**src/rtl/seq_divider.sv**
```systemverilog
// seq_divider: multi-cycle restoring divider (DIV/DIVU), one quotient bit per clock
module seq_divider #(
    parameter int WIDTH = 32,
    parameter int CNT_W = 6
) (
    input  logic             clk,
    input  logic             rst_n,
    input  logic             start,
    input  logic             is_signed,
    input  logic [WIDTH-1:0] dividend,
    input  logic [WIDTH-1:0] divisor,
    output logic             busy,
    output logic             done,
    output logic [WIDTH-1:0] quotient,
    output logic [WIDTH-1:0] remainder,
    output logic             div_by_zero
);
    localparam logic [1:0] IDLE = 2'd0;
    localparam logic [1:0] RUN  = 2'd1;
    localparam logic [1:0] FIX  = 2'd2;
    localparam logic [1:0] DONE = 2'd3;

    logic [1:0]       state_q, state_d;
    logic [CNT_W-1:0] cnt_q, cnt_d;
    logic [WIDTH-1:0] rem_q, rem_d;
    logic [WIDTH-1:0] shreg_q, shreg_d;
    logic [WIDTH-1:0] dvs_q, dvs_d;
    logic [WIDTH-1:0] orig_q, orig_d;
    logic             qneg_q, qneg_d;
    logic             rneg_q, rneg_d;
    logic [WIDTH-1:0] quot_q, quot_d;
    logic [WIDTH-1:0] remo_q, remo_d;
    logic             dbz_q, dbz_d;

    logic             a_neg, b_neg, div0;
    logic [WIDTH-1:0] a_mag, b_mag;
    logic [WIDTH:0]   shifted, diff;

    assign a_neg   = is_signed & dividend[WIDTH-1];
    assign b_neg   = is_signed & divisor[WIDTH-1];
    assign a_mag   = a_neg ? -dividend : dividend;
    assign b_mag   = b_neg ? -divisor : divisor;
    assign shifted = {rem_q, shreg_q[WIDTH-1]};
    assign diff    = shifted - {1'b0, dvs_q};
    assign div0    = dvs_q == '0;

    assign busy        = (state_q == RUN) || (state_q == FIX);
    assign done        = state_q == DONE;
    assign quotient    = quot_q;
    assign remainder   = remo_q;
    assign div_by_zero = dbz_q;

    // Next-state: operand capture, one restoring step per RUN cycle, sign fix-up and result load
    always_comb begin
        state_d = state_q;
        cnt_d   = cnt_q;
        rem_d   = rem_q;
        shreg_d = shreg_q;
        dvs_d   = dvs_q;
        orig_d  = orig_q;
        qneg_d  = qneg_q;
        rneg_d  = rneg_q;
        quot_d  = quot_q;
        remo_d  = remo_q;
        dbz_d   = dbz_q;
        case (state_q)
            RUN: begin
                rem_d   = diff[WIDTH] ? shifted[WIDTH-1:0] : diff[WIDTH-1:0];
                shreg_d = {shreg_q[WIDTH-2:0], ~diff[WIDTH]};
                cnt_d   = cnt_q - CNT_W'(1);
                state_d = (cnt_q == CNT_W'(1)) ? FIX : RUN;
            end
            FIX: begin
                dbz_d   = div0;
                quot_d  = div0 ? '1 : (qneg_q ? -shreg_q : shreg_q);
                remo_d  = div0 ? orig_q : (rneg_q ? -rem_q : rem_q);
                state_d = DONE;
            end
            default: begin
                state_d = start ? RUN : IDLE;
                if (start) begin
                    rem_d   = '0;
                    shreg_d = a_mag;
                    dvs_d   = b_mag;
                    orig_d  = dividend;
                    qneg_d  = a_neg ^ b_neg;
                    rneg_d  = a_neg;
                    cnt_d   = CNT_W'(WIDTH);
                end
            end
        endcase
    end

    // State and datapath registers; reset aborts any division in flight
    always_ff @(posedge clk or negedge rst_n) begin
        if (!rst_n) begin
            state_q <= IDLE;
            cnt_q   <= '0;
            rem_q   <= '0;
            shreg_q <= '0;
            dvs_q   <= '0;
            orig_q  <= '0;
            qneg_q  <= 1'b0;
            rneg_q  <= 1'b0;
            quot_q  <= '0;
            remo_q  <= '0;
            dbz_q   <= 1'b0;
        end else begin
            state_q <= state_d;
            cnt_q   <= cnt_d;
            rem_q   <= rem_d;
            shreg_q <= shreg_d;
            dvs_q   <= dvs_d;
            orig_q  <= orig_d;
            qneg_q  <= qneg_d;
            rneg_q  <= rneg_d;
            quot_q  <= quot_d;
            remo_q  <= remo_d;
            dbz_q   <= dbz_d;
        end
    end
endmodule

```
**config.mk**
```make
export PLATFORM = sky130hd
export DESIGN_NAME = seq_divider
export DESIGN_NICKNAME = d
export VERILOG_FILES = /design/src/rtl/seq_divider.sv
export SDC_FILE = /design/constraint.sdc
export NUM_CORES = 1
export LEC_CHECK = 0
export CORE_ASPECT_RATIO = 1.5
export CORE_MARGIN = 3
export CORE_UTILIZATION = 52
export DETAILED_ROUTE_END_ITERATION = 16
export HOLD_SLACK_MARGIN = 0.12
export MAX_ROUTING_LAYER = met4
export PLACE_DENSITY = 0.79
export RECOVER_POWER = 100
export SKIP_CTS_REPAIR_TIMING = 1
export SYNTH_ARGS = -nofsm -noshare
export SYNTH_HDL_FRONTEND = slang
export SYNTH_SLANG_ARGS = --single-unit
```
**constraint.sdc**
```tcl
create_clock -name clk -period 3.2 [get_ports clk]
set_input_delay 0.64 -clock clk [delete_from_list [all_inputs] [get_ports clk]]
set_output_delay 0.64 -clock clk [all_outputs]
set_load 0.01 [all_outputs]
```
# Yosys cells after proc, flatten, opt, wreduce, memory -nomap -nowiden
# Index checks and enable logic that the tools add are counted.
# W data, S select, Z words.
[word_totals] register_bits=203 output_inout_bits=67 word_cells=49 in_bits=68
[classes] eq_ne=4 n_reduce_logical=6 add_sub_neg=6 bitwise=6 mux=16
[ops] op="$mux W32" count=9
[ops] op="$neg A32 Y32" count=4
[ops] op="$pmux W32 S2" count=2
[ops] op="$sub A33 B32 Y33" count=1
[ops] op="$logic_not A32 Y1" count=1
[ops] op="$pmux W6 S2" count=1
[ops] op="$eq A6 B1 Y1 const B" count=1
[ops] op="$mux W6" count=1
[ops] op="$sub A6 B1 Y6 const B" count=1
[ops] op="$eq A2 B2 Y1 const B" count=2
[ops] op="$pmux W2 S2" count=1
[ops] op="$reduce_and A2 Y1" count=2
[ops] op="$not A1 Y1" count=3
[ops] op="$and A1 B1 Y1" count=2
[ops] op="$eq A2 B1 Y1 const B" count=1
[ops] op="$mux W2" count=1
[ops] op="$reduce_bool A2 Y1" count=1
[ops] op="$reduce_or A2 Y1" count=1
[ops] op="$logic_or A1 B1 Y1" count=1
[ops] op="$mux W1" count=1
[ops] op="$xor A1 B1 Y1" count=1

# Depth between registers and ports, before layout
[logic_depth] ltp_word=4 ltp_mapped=13 mapped_depth_nobuf=12

# Least setup slack after synthesis
# Ideal clock, no wire load.
[synth_path] path_kind="register to register" startpoint="register shreg_q[31]" endpoint="register rem_q[23]" path_slack_ps=138 n_path_buf=1 t_arrival_ps=2925 stages_incl_launch_ff=14 required_ps=3063 synth_period_minus_slack_ps=3062 cell_sequence="dfrtp_1 inv_1 ha_1 fa_1 nand2b_1 a21oi_1 o41ai_1 a21o_1 a21oi_1 a41o_1 nor2_1 buf_2 mux2i_1 o211ai_1"
[synth_via] elab_chain_cells=3
[synth_lines] element="from (decl)" line_no="26" rtl="logic [WIDTH-1:0] shreg_q, shreg_d;"
[synth_lines] element="from (signal assigned)" line_no="112" rtl="shreg_q <= shreg_d;"
[synth_lines] element="$sub A33 B32 Y33" line_no="44" rtl="assign diff = shifted - {1'b0, dvs_q};"
[synth_lines] element="$mux W32" line_no="68" rtl="rem_d = diff[WIDTH] ? shifted[WIDTH-1:0] : diff[WIDTH-1:0];"
[synth_lines] element="$pmux W32 S2" line_no="66" rtl="case (state_q)"
[synth_lines] element="to (signal assigned)" line_no="111" rtl="rem_q <= rem_d;"
[synth_lines] element="to (decl)" line_no="25" rtl="logic [WIDTH-1:0] rem_q, rem_d;"
# No other way between the ends.
# A chain may end at the register's enable or synchronous reset.

# Worst setup path after layout
[layout_path] startpoint="input port dividend[8]" endpoint="register shreg_q[30]"
[layout_via] elab_chain_cells=4
[layout_lines] element="from (decl)" line_no="10" rtl="input logic [WIDTH-1:0] dividend,"
[layout_lines] element="$neg A32 Y32" line_no="41" rtl="assign a_mag = a_neg ? -dividend : dividend;"
[layout_lines] element="$mux W32" line_no="41"
[layout_lines] element="$mux W32" line_no="81" rtl="if (start) begin"
[layout_lines] element="$pmux W32 S2" line_no="66"
# No other way between the ends. The select of a mux whose other input is x is not followed.

==> key figures <==
Run status
  – Status: complete, but fails checks
  – Failing checks: max-capacitance violations, max-slew violations

Global routing
  – Largest net degree at the start of global routing: 77
  – Antenna violations before repair: 0
  – Vias in the first global route: 11468
  – Global route overflow: 0
  – Global-route usage over all layers: 26.1%
  – First-pass GRT wire length: 55.0 mm

Clock tree
  – Num CTS Buffers: 20
  – Clock transition at path regs: 0.06 ns
  – Clk sink count: 203
  – Root buf cell: clkbuf_16
  – Maximum clock insertion buffer count: 3
  – H-tree depth: 1
  – CTS tree: yes
  – Clock Latency Late Sink: 0.51 ns

Routing
  – DR WL met2: 18.2 mm
  – Drt total wl: 34.2 mm
  – Avg WL per Cell: 17.2 um
  – Highest routed metal layer: met4
  – Post-route ant nets: 0
  – Vias per inst: 5.71
  – Pre-antenna DRT Iters: 5
  – Vias after detailed routing: 11337
  – DRT iter0 DRCs: 623
  – Wl on met1: 13.0 mm
  – DRC: 0
  – Met3 wire length: 1.37 mm

Setup path
  – Worst Path Buf+Inv: 3
  – Cell Chain, Critical Path: clkdlybuf4s50_1, or3_4, or4_4, buf_4, nor4_1, clkbuf_1, nand2_1, nor2_1, a21oi_1, xnor2_1, o21ai_0, mux2_2
  – Critical Path AT: 3.55 ns
  – CP max stage cell: or4_4
  – Worst setup SP type: input pin
  – Crit Path Max Fanout: 4
  – Slowest stage delay, CP: 0.44 ns
  – Worst endpoint required time: 3.59 ns
  – Crit end category: flop
  – CP top delay family: simple AND/OR/NAND/NOR gates
  – CP Class: input pin to flop

Synth
  – Mapped cell area: 12800 um^2
  – Yosys top cell area share: 39.7%
  – Number of synthesized flops with an enable pin: 0
  – Cells after Synth: 1451
  – Area leader, netlist: dfrtp_1
  – Main synth FF type: dfrtp_1
  – Async set-reset flop share out of synthesis: 100%
  – Synth warn: 0
  – Syn Area/Cell: 8.82 um^2
  – Total nets after synthesis: 1561
  – Synth Register Bits: 203
  – Sequential area share after synthesis: 39.7%
  – Post-synthesis cell type count: 59
  – Top cells by area, synth: dfrtp_1 (40%), o21ai_0 (6.7%), xor2_1 (6.1%)

STA
  – Final setup fails: 0
  – Final Hold Viols: 0
  – Crit path setup slack, layout: 0.0472 ns
  – F_max: 317 MHz
  – Hold_ws: 0.500 ns
  – Final worst-path cycle share: 98.5%
  – Minimum clock period: 3.15 ns
  – Worst Clk Skew: 0.0115 ns
  – Worst Max-Slew Pin Slew: 1.86 ns
  – Final Max Slew Viols: 71
  – RSZ-0062 raised after global routing: true
  – Slew headroom: -24.3%

Die
  – Initial Utilization: 53.3%
  – Core area: 24000 um^2
  – Die area: 26600 um^2
  – Die Wd: 134 um
  – Rows: 69
  – Die height: 198 um
  – # IOs: 135

Pwr
  – Maximum vdd ir drop: 0.444 mV
  – Leak pwr: 0.00684 uW
  – PwrDens: 742 nW/um^2
  – Cell-internal power: 7040 uW
  – Sw power: 4800 uW
  – Power share of the clock group: 18.8%
  – Sequential share of power: 35.5%
  – Gate power share: 45.7%
  – Net Sw Frac: 40.5%

Place
  – Final HPWL DP: 26.0 mm
  – GP Congestion: 0.898
  – Worst slack, placed: -0.567 ns
  – PortBufs: 134
  – Placed Area: 15200 um^2

Finish
  – Share of cells above drive strength 1: 15.1%
  – Ant diodes: 0
  – P&R area growth vs syn: 24.6%
  – Final Cell Area: 15900 um^2
  – Nets@finish: 1762

Min path
  – Worst min path class: flop to flop

Job
  – Max Cap Viol: 1
[registers in the layout, indices dropped and copies added (netlist names)]
signal / count
state_q: 2
orig_q: 32
rem_q: 32
cnt_q: 6
div_by_zero: 1
quotient: 32
rneg_q: 1
qneg_q: 1
remainder: 32
dvs_q: 32
shreg_q: 32
[metrics by stage]
step	std cells	util (%)	total power (uW)	setup TNS, ns
after floorplan	1451	-	7670	0
after global placement	1946	63.5	9360	-4.18
after detailed placement	1946	63.5	9580	-5.09
after CTS	1981	66.0	11800	-0.0787
after global routing	1984	66.4	12700	-0.251
final	1984	66.4	11800	0
[power groups by stage]
stage	Sequential, uW	Combinational (uW)	Clock (uW)
final	4200	5410	2220
after global routing	4320	6040	2360
after CTS	4180	5390	2270
after detailed placement	4220	5360	0
after global placement	4170	5190	0
after floorplan	4000	3670	0
[cells by family after synthesis]
logic type | Yosys count | share of synthesized area [%]
muxes | 98 | 8.29
buffers and inverters | 133 | 3.95
and+or+nand+nor | 419 | 15.0
adders and majority gates | 42 | 4.16
DFF | 203 | 39.7
AOI/OAI and AO/OA | 413 | 19.1
xor gates and xnor gates | 143 | 9.78
[layout by cell type, fill, tap and decap left out, types with 6 or more instances in the layout]
cell and instances:
nand4_1 8, nand2_1 186, clkdlybuf4s50_1 61, mux2_2 63, a31oi_1 6, o31ai_1 33, or3_4 8, clkbuf_1 12
inv_1 59, nor3_1 18, nor2b_1 6, a21oi_1 114, dlygate4sd3_1 70, dfrtp_1 202, o41ai_1 13, o21ai_0 167
xor2_1 89, clkbuf_16 22, nor2_1 104, or4_1 8, buf_4 102, or3_1 11, o22ai_1 9, nand2b_1 12
mux2i_1 34, ha_1 37, clkbuf_2 7, xnor2_1 54, or4_4 6, nand3_1 14, a21o_1 14, or2_2 6
o21a_1 8, nor4_1 18
[final timing paths]
path	slack, ns	startpoint	cells past startpoint	to
min in group asynchronous	0.64	rst_n	1	quotient[28]
setup reg to reg	0.05	shreg_q[12]	8	quotient[28]
setup / recovery	0.05	dividend[8]	12	shreg_q[30]
max in group asynchronous	0.94	rst_n	2	quotient[7]
hold reg to reg	0.50	remainder[10]	1	remainder[10]
hold / removal	0.50	remainder[10]	1	remainder[10]
[synthesized netlist by cell type (all sizes together), types with 2 or more instances]
master / instances
ha: 41
o31ai: 37
dfrtp: 203
nand2b: 12
nand3b: 2
nor2b: 6
o31a: 4
a2bb2oi: 2
nor2: 105
mux2i: 34
buf: 11
o22ai: 9
o211ai: 4
o21ai: 172
o21a: 8
or4: 14
o221ai: 4
nand3: 14
a21oi: 116
a31oi: 7
nand2: 186
a21o: 14
xor2: 89
or2: 7
and2: 3
nor4: 21
nand4: 8
clkbuf: 63
a211o: 2
or3: 19
o21bai: 4
inv: 59
xnor2: 54
a22o: 3
o41ai: 17
a211oi: 2
mux2: 64
nor3: 19
[area by class of cell]
cell class	instances	area, um^2
Clock buffer	28	562
Clock inverter	7	42.5
Fill cell	2002	8060
Inverter	59	221
Multi-Input combinational cell	1115	7380
Sequential cell	203	5080
Tap cell	319	399
Timing Repair Buffer	253	2250
[layer usage]
metal	global-route usage, %	up-vias
met5	-	-
met4	12.6	0
met3	2.64	109
met2	48.5	333
met1	27.6	5355
li1	-	5540
No activity file was read; power rests on OpenSTA's default activity.
